**config.mk**
```make
export PLATFORM = sky130hd
export DESIGN_NAME = hazard_ctrl
export DESIGN_NICKNAME = d
export VERILOG_FILES = /design/src/rtl/pipe_pkg.sv /design/src/rtl/hazard_detect.sv /design/src/rtl/hazard_ctrl.sv
export SDC_FILE = /design/constraint.sdc
export NUM_CORES = 1
export LEC_CHECK = 0
export CAP_MARGIN = 20
export CORE_MARGIN = 10
export CORE_UTILIZATION = 31
export CTS_CLUSTER_DIAMETER = 100
export DETAILED_ROUTE_END_ITERATION = 12
export HOLD_SLACK_MARGIN = 0.02
export PLACE_DENSITY = 0.53
export SYNTH_ARGS = -nofsm -noshare
export SYNTH_HDL_FRONTEND = slang
export SYNTH_HIERARCHICAL = 1
export SYNTH_SLANG_ARGS = --single-unit
```
**constraint.sdc**
```tcl
create_clock -name clk -period 2.71 [get_ports clk]
set_input_delay 0.271 -clock clk [delete_from_list [all_inputs] [get_ports clk]]
set_output_delay 0.271 -clock clk [all_outputs]
set_load 0.02 [all_outputs]
```
**src/rtl/pipe_pkg.sv**
```systemverilog
// Shared constants for the pipeline hazard controller: FSM encoding, register
// indices and mul/div defaults.
package pipe_pkg;

    localparam logic [1:0] RUN      = 2'd0;
    localparam logic [1:0] MEM_WAIT = 2'd1;
    localparam logic [1:0] MD_BUSY  = 2'd2;

    localparam int unsigned REG_IDX_W      = 5;
    localparam logic [4:0]  REG_X0         = 5'd0;
    localparam int unsigned MD_LATENCY_DEF = 4;
    localparam int unsigned CNT_W_DEF      = 32;
    localparam int unsigned MD_CNT_W       = 4;

    // Remaining freeze cycles after the mul/div start cycle, minus the release cycle.
    function automatic logic [MD_CNT_W-1:0] md_init(input int unsigned lat);
        return (lat >= 2) ? MD_CNT_W'(lat - 2) : '0;
    endfunction

endpackage

```
**src/rtl/hazard_detect.sv**
```systemverilog
// Combinational hazard detection: load-use comparators plus memory and
// mul/div structural stall requests.
module hazard_detect
    import pipe_pkg::*;
#(
    parameter int unsigned MD_LATENCY = MD_LATENCY_DEF
) (
    input  logic [REG_IDX_W-1:0] id_rs1,
    input  logic [REG_IDX_W-1:0] id_rs2,
    input  logic                 id_use_rs1,
    input  logic                 id_use_rs2,
    input  logic [REG_IDX_W-1:0] ex_rd,
    input  logic                 ex_mem_read,
    input  logic                 ex_md_start,
    input  logic                 mem_req,
    input  logic                 mem_ready,
    output logic                 load_use_c,
    output logic                 mem_stall_c,
    output logic                 md_stall_c
);

    localparam logic MD_MULTI = 1'(MD_LATENCY > 1);

    logic rs1_hit;
    logic rs2_hit;

    assign rs1_hit     = id_use_rs1 && (id_rs1 == ex_rd);
    assign rs2_hit     = id_use_rs2 && (id_rs2 == ex_rd);
    // x0 is hardwired to zero, so a load targeting it never creates a dependency.
    assign load_use_c  = ex_mem_read && (ex_rd != REG_X0) && (rs1_hit || rs2_hit);
    assign mem_stall_c = mem_req && !mem_ready;
    assign md_stall_c  = ex_md_start && MD_MULTI;

endmodule

```
**src/rtl/hazard_ctrl.sv**
```systemverilog
// Stall/flush sequencer for the 5-stage pipeline: decodes pipeline-register
// enables and flushes from hazards and a small freeze FSM, and counts stalls.
module hazard_ctrl
    import pipe_pkg::*;
#(
    parameter int unsigned MD_LATENCY = MD_LATENCY_DEF,
    parameter int unsigned CNT_W      = CNT_W_DEF
) (
    input  logic                 clk,
    input  logic                 reset,
    input  logic [REG_IDX_W-1:0] id_rs1,
    input  logic [REG_IDX_W-1:0] id_rs2,
    input  logic                 id_use_rs1,
    input  logic                 id_use_rs2,
    input  logic [REG_IDX_W-1:0] ex_rd,
    input  logic                 ex_mem_read,
    input  logic                 ex_branch_taken,
    input  logic                 ex_md_start,
    input  logic                 mem_req,
    input  logic                 mem_ready,
    output logic                 pc_write,
    output logic                 if_id_write,
    output logic                 if_id_flush,
    output logic                 id_ex_write,
    output logic                 id_ex_flush,
    output logic                 ex_mem_write,
    output logic                 freeze,
    output logic [CNT_W-1:0]     stall_cycles
);

    localparam logic [MD_CNT_W-1:0] MD_INIT = md_init(MD_LATENCY);

    logic [1:0]          state;
    logic [1:0]          next_state;
    logic [MD_CNT_W-1:0] md_cnt;
    logic [MD_CNT_W-1:0] next_md_cnt;
    logic                md_pending;
    logic                next_md_pending;
    logic                hold;
    logic                load_use;
    logic                mem_stall;
    logic                md_stall;

    hazard_detect #(
        .MD_LATENCY (MD_LATENCY)
    ) u_detect (
        .id_rs1      (id_rs1),
        .id_rs2      (id_rs2),
        .id_use_rs1  (id_use_rs1),
        .id_use_rs2  (id_use_rs2),
        .ex_rd       (ex_rd),
        .ex_mem_read (ex_mem_read),
        .ex_md_start (ex_md_start),
        .mem_req     (mem_req),
        .mem_ready   (mem_ready),
        .load_use_c  (load_use),
        .mem_stall_c (mem_stall),
        .md_stall_c  (md_stall)
    );

    always_ff @(posedge clk) begin
        if (reset) begin
            state      <= RUN;
            md_cnt     <= '0;
            md_pending <= 1'b0;
        end else begin
            state      <= next_state;
            md_cnt     <= next_md_cnt;
            md_pending <= next_md_pending;
        end
    end

    // Next state and the freeze request; hold=0 means apply branch/load-use rules.
    always_comb begin
        next_state      = state;
        next_md_cnt     = md_cnt;
        next_md_pending = md_pending;
        hold            = 1'b0;
        case (state)
            RUN: begin
                if (mem_stall) begin
                    hold            = 1'b1;
                    next_state      = MEM_WAIT;
                    next_md_pending = md_stall;
                end else if (md_stall) begin
                    hold        = 1'b1;
                    next_state  = MD_BUSY;
                    next_md_cnt = MD_INIT;
                end
            end
            MEM_WAIT: begin
                if (!mem_ready) begin
                    hold = 1'b1;
                end else if (md_pending) begin
                    hold            = 1'b1;
                    next_state      = MD_BUSY;
                    next_md_cnt     = MD_INIT;
                    next_md_pending = 1'b0;
                end else begin
                    next_state = RUN;
                end
            end
            MD_BUSY: begin
                if (md_cnt != '0) begin
                    hold        = 1'b1;
                    next_md_cnt = md_cnt - MD_CNT_W'(1);
                end else if (mem_stall) begin
                    // Memory still busy when mul/div ends: keep the freeze unbroken.
                    hold            = 1'b1;
                    next_state      = MEM_WAIT;
                    next_md_pending = 1'b0;
                end else begin
                    next_state = RUN;
                end
            end
            default: begin
                next_state      = RUN;
                next_md_cnt     = '0;
                next_md_pending = 1'b0;
            end
        endcase
    end

    // Pipeline-register controls; reset decodes as RUN with no hazard.
    always_comb begin
        pc_write     = 1'b1;
        if_id_write  = 1'b1;
        if_id_flush  = 1'b0;
        id_ex_write  = 1'b1;
        id_ex_flush  = 1'b0;
        ex_mem_write = 1'b1;
        freeze       = 1'b0;
        if (!reset) begin
            if (hold) begin
                pc_write     = 1'b0;
                if_id_write  = 1'b0;
                id_ex_write  = 1'b0;
                ex_mem_write = 1'b0;
                freeze       = 1'b1;
            end else if (ex_branch_taken) begin
                if_id_flush = 1'b1;
                id_ex_flush = 1'b1;
            end else if (load_use) begin
                pc_write    = 1'b0;
                if_id_write = 1'b0;
                id_ex_flush = 1'b1;
            end
        end
    end

    always_ff @(posedge clk) begin
        if (reset) begin
            stall_cycles <= '0;
        end else if (!pc_write && (stall_cycles != '1)) begin
            stall_cycles <= stall_cycles + CNT_W'(1);
        end
    end

endmodule
```
== After elaboration in Yosys (flattened, before gate mapping) ==
Index checks and enable logic that the tools add are counted.
Word-level totals
  flip-flop bits (word level): 39
  input bits: 24
  output and inout bits: 39
  word-level logic and storage cells: 75
Operators by class
  $add $sub $neg: 2
  equal/unequal tests: 14
  mux-type cells: 40
  reductions and logical operators: 15
Operator list (number)
  32-bit by 1-bit adder with 32-bit output (second input constant): 1
  32-bit inequality test (second input constant): 1
  1-bit 2-to-1 mux: 26
  4-bit 2-to-1 mux: 5
  2-bit inequality test (second input constant): 8
  4-bit one-hot mux with 3 select lines: 1
  5-bit == test: 2
  2-bit 2-to-1 mux: 5
  1-bit logical AND: 6
  1-bit one-hot mux with 3 select lines: 2
  2-bit one-hot mux with 3 select lines: 1
  5-bit AND reduction: 1
  5-bit nonzero test: 1
  4-bit AND reduction: 1
  4-bit nonzero test: 1
  4-bit by 1-bit subtractor with 4-bit output (second input constant): 1
  3-bit inequality test (second input constant): 1
  3-bit AND reduction: 1
  2-bit by 1-bit == test with 1-bit output (second input constant): 1
  2-bit == test (second input constant): 1
  1-bit zero test: 2
  2-bit zero test: 1
  1-bit logical OR: 1

== Depth between registers and ports, before layout ==
  depth after elaboration: 10
  mapped depth: 11
  gate-level depth less buffers: 10

== By module ==
The synthesis kept the hierarchy.
By module, submodules not included
  hazard_ctrl: instances 1, cells an instance 248, area an instance 2085.8 um2, seq. area each 780.7 um2
  hazard_detect: instances 1, cells an instance 19, area an instance 147.6 um2, seq. area each 0.0 um2

== Worst setup path before layout ==
OpenSTA, ideal clock, no wires.
  path type: input to register
  start: input ex_rd[2]
  end: register stall_cycles[26]
  setup time: 0.123 ns
  data arrival time: 2.099 ns
  required time: 2.587 ns
  slack: 0.488 ns
  stages: 10
  buffers on the path: 0
  path through: xor2_1 -> nor4_2 -> nand3_1 -> a21oi_1 -> nand2b_1 -> a41oi_4 -> inv_2 -> nor3_2 -> nand3_1 -> mux2_1
On the way
  word-level cells in the longest chain between the ends: 10
  elaborated cells on any way between the ends: 14
  those cells by class: 2 x eq/ne; 4 x mux; 8 x reduce/logical
RTL lines
  from (decl): RTL line hazard_ctrl.sv:15  | input logic [REG_IDX_W-1:0] ex_rd,
  5-bit == test (on tied branches): RTL line hazard_detect.sv:27, hazard_detect.sv:28
  1-bit logical AND (on tied branches): RTL line hazard_detect.sv:27, hazard_detect.sv:28
  1-bit logical OR: RTL line hazard_detect.sv:30  | assign load_use_c = ex_mem_read && (ex_rd != REG_X0) && (rs1_hit || rs2_hit);
  1-bit logical AND (*): RTL line hazard_detect.sv:30
  named net load_use: RTL line hazard_ctrl.sv:40  | logic load_use;
  1-bit 2-to-1 mux (*) (4 in series)
  named net if_id_write: RTL line hazard_ctrl.sv:22  | output logic if_id_write,
  1-bit zero test (*): RTL line hazard_ctrl.sv:154  | end else if (!pc_write && (stall_cycles != '1)) begin
  1-bit logical AND (*): RTL line hazard_ctrl.sv:154
  to (signal assigned): RTL line hazard_ctrl.sv:155  | stall_cycles <= stall_cycles + CNT_W'(1);
  to (decl): RTL line hazard_ctrl.sv:28  | output logic [CNT_W-1:0] stall_cycles
Mark *: on every way through the listed nets, which the timed path passes. The rest lies on a longest branch.
A chain may end at the register's enable or synchronous reset.

== Worst setup path after layout ==
  start: input ex_rd[2]
  end: output pc_write
On the way
  word-level cells in the longest chain between the ends: 8
  elaborated cells on any way between the ends: 12
  those cells by class: 2 x eq/ne; 4 x mux; 6 x reduce/logical
RTL lines
  5-bit == test (on tied branches): RTL line hazard_detect.sv:27, hazard_detect.sv:28
  1-bit logical AND (on tied branches): RTL line hazard_detect.sv:27, hazard_detect.sv:28
  1-bit logical OR: RTL line hazard_detect.sv:30
  1-bit logical AND (*): RTL line hazard_detect.sv:30
  named net load_use: RTL line hazard_ctrl.sv:40
  1-bit 2-to-1 mux (*): RTL line hazard_ctrl.sv:143  | end else if (load_use) begin
  1-bit 2-to-1 mux (*): RTL line hazard_ctrl.sv:140  | end else if (ex_branch_taken) begin
  1-bit 2-to-1 mux (*): RTL line hazard_ctrl.sv:134  | if (hold) begin
  1-bit 2-to-1 mux (*): RTL line hazard_ctrl.sv:133  | if (!reset) begin
  to (decl): RTL line hazard_ctrl.sv:21  | output logic pc_write,
Marked as above.

==> reports/summary.txt <==
post-DR wirelength/cell - 14.1 µm
root buffer cell - clkbuf_8
Post-synth ARST share - 0%
Flop pwr share - 49.4%
R2R depth - 10
post-synthesis xor/xnor area fraction - 12.2%
largest net degree at the start of global routing - 39
DR vias/cell - 4.89
I/O Buffers - 62
Yosys reg bits - 39
Ports - 63
Netlist cell types - 46
core area - 6910 µm²
via count - 2,099
DP Area - 2970 µm²
measured slew at the worst slew-check pin - 0.459 ns
worst-case clock skew - 0.0102 ns
DR DRC count - 0
area share of fa/ha/maj cells after synthesis - 1.68%
total global-route track usage - 10.7%
design area - 3070 µm²
relative slew slack - 69.2%
LEAKAGE - 0.00112 µW
# clock sinks - 39
WHS Path Cells - 1
Num CTS Buffers - 5
Hold Path Class - reg -> reg
initial antenna violation count - 0
Gate Count Post-Synth - 267
setup ws final - 0.131 ns
Psw - 340 µW
EDFF count, synth - 0
minimum clock period - 2.58 ns
DR iter-0 viols - 93
Nets - 359
mux contribution to synthesized area - 1.46%
Clk Latency, worst-skew pair - 0.30 ns
Core Rows - 30
first-pass GRT wire length - 9.98 mm
Synthesis Warnings - 6
period utilization - 95.2%
die height - 105 µm
Hold WS - 0.510 ns
drt pass-1 iters - 5
Layout Area Growth over Synthesis - 37.6%
Crit Path Class - in -> out
Pwr Density - 392 nW/µm²
share of cells above drive strength 1 - 10.5%
cell area after synthesis - 2230 µm²
H-tree levels - 2
gpl congestion - 0.818
maximum vdd drop - 0.202 mV
Int Power - 864 µW
Initial Utilization - 32.3%
post-synth net total - 294
wl on met1 - 2.82 mm
CTS tree - yes
setup violators final - 0
compound-cell area share of the yosys netlist - 10.5%
number of global-route vias before repair - 1,980
status - completed
final slew viol count - 0
Crit Path Max Fanout - 4
fraction of the mapped netlist area in simple logic gates - 34.0%
max layer used - met4
Crit path required time - 2.44 ns
DP Wirelength - 4.51 mm
placed insts - 420
share of the yosys chip area belonging to registers - 35.0%
Comb pwr share - 17.4%
worst slack, placed - -0.182 ns
final hold vios - 0
DR WL met2 - 2.89 mm
Total Wirelength - 6.05 mm
arrival time worst endpoint - 2.31 ns
CP Capture Type - output port
Synth Flop Type - dfxtp_1
setup TNS - 0 ns
total grt overflow - 0
metal3 WL - 284 µm
max frequency - 388 MHz
chip width - 105 µm
Net Sw Frac - 28.2%
Worst-path clk slew - 0.08 ns
antenna-violating nets left - 0
RSZ-0062 raised after global routing - no
Finished Layout Cells - 429
combinational family with the most area after synthesis - simple AND/OR/NAND/NOR gates
Clock Power Share - 33.2%
Max Cap Viol - 0
n_diodes - 0
clk buf depth - 2
Startpoint Class - input pin
synthesized area per cell - 8.36 µm²
Die Area - 11,000 µm²
through the flow:
| step | utilization, % | power (µW) |
|---|---|---|
| 3_5_place_dp | 43.0 | 820 |
| 2_1_floorplan | - | 729 |
| 4_1_cts | 44.2 | 1220 |
| 6_report | 44.5 | 1200 |
| 3_3_place_gp | 43.0 | 820 |
| 5_1_grt | 44.5 | 1280 |
cell usage in the layout, fill, tap and decap left out, types with 7 or more instances in the layout:
cell type,count
and3_1,7
nand3_1,15
or4_1,9
nor2_1,32
dfxtp_1,39
inv_1,7
a21oi_1,13
clkdlybuf4s50_1,55
xor2_1,27
nand2_1,14
nand4_1,17
and2_1,7
buf_4,12
state kept, by name (all words and copies together), names as in the netlist:
signal,count
md_cnt,4
md_pending,1
stall_cycles,32
state,2
cell families (layout without fill, tap and decap cells):
kind of cell / count (synthesis) / after routing
compound gates: 36 / 36
simple gates: 131 / 131
xor+xnor: 31 / 31
buf+inv: 24 / 90
mux: 3 / 3
fa+ha+maj: 3 / 3
flops: 39 / 39
worst max-delay path: stages:
cell and delay (ns):
clkdlybuf4s50_1 0.47, xor2_1 0.20, nor4_2 0.29, nand3_1 0.13, a21oi_2 0.18, nand2b_1 0.12, a41oi_4 0.23, inv_2 0.09
dlygate4sd2_1 0.33
area by class of cell:
class,count,area (µm²)
Clock buffer,5,68.8
Clock inverter,3,20.0
Fill cell,709,3830
Inverter,8,30.0
Multi-Input combinational cell,204,1340
Sequential cell,39,781
Tap cell,96,120
Timing Repair Buffer,74,713
power groups by stage:
stage	sequential, µW	combinational (µW)	clock [µW]
6_report	595	209	400
4_1_cts	595	209	420
3_5_place_dp	608	211	0
3_3_place_gp	608	212	0
5_1_grt	597	231	452
2_1_floorplan	609	120	0
timing repair:
action	in CTS	in global routing
pin swaps	0	1
setup endpoints to repair	4	12
hold buffers	0	0
gates cloned	0	0
buffers inserted	0	1
resized for setup	4	4
metal layers:
layer | GRT usage, % | vias to the layer above
li1 | - | 1075
met2 | 17.3 | 37
met1 | 13.7 | 983
met3 | 3.19 | 4
met4 | 2.65 | 0
met5 | 0 | -
path summary, 6_finish.rpt:
kind / start / endpoint / slack (ns)
worst max-delay path: ex_rd[2] / pc_write / 0.13
worst max register to register: md_cnt[0] / stall_cycles[2] / 0.53
worst min register to register: stall_cycles[30] / stall_cycles[30] / 0.51
worst min-delay path: stall_cycles[30] / stall_cycles[30] / 0.51
synth_stat cells (2+ instances only):
cell,count,area (µm²)
and3_1,7,43.8
a21oi_1,14,70.1
a211oi_1,2,15.0
nand4_1,17,106
buf_4,4,30.0
nor2b_1,3,18.8
nand2_4,2,22.5
nand3_1,15,75.1
ha_1,3,37.5
nor3_2,2,20.0
or4_1,9,67.6
buf_2,3,15.0
nor2_1,32,120
nor4_1,2,12.5
o22ai_1,2,12.5
nor3_1,4,20.0
nand2_1,14,52.6
and4_1,4,35.0
dfxtp_1,39,781
xnor2_1,4,35.0
o31ai_1,6,45.0
o21ai_1,2,10.0
and4_4,2,22.5
xor2_1,27,236
clkbuf_1,8,30.0
o21ai_0,6,30.0
nand2b_1,3,18.8
inv_1,7,26.3
and2_1,7,43.8
No activity file was read; power rests on OpenSTA's default activity.
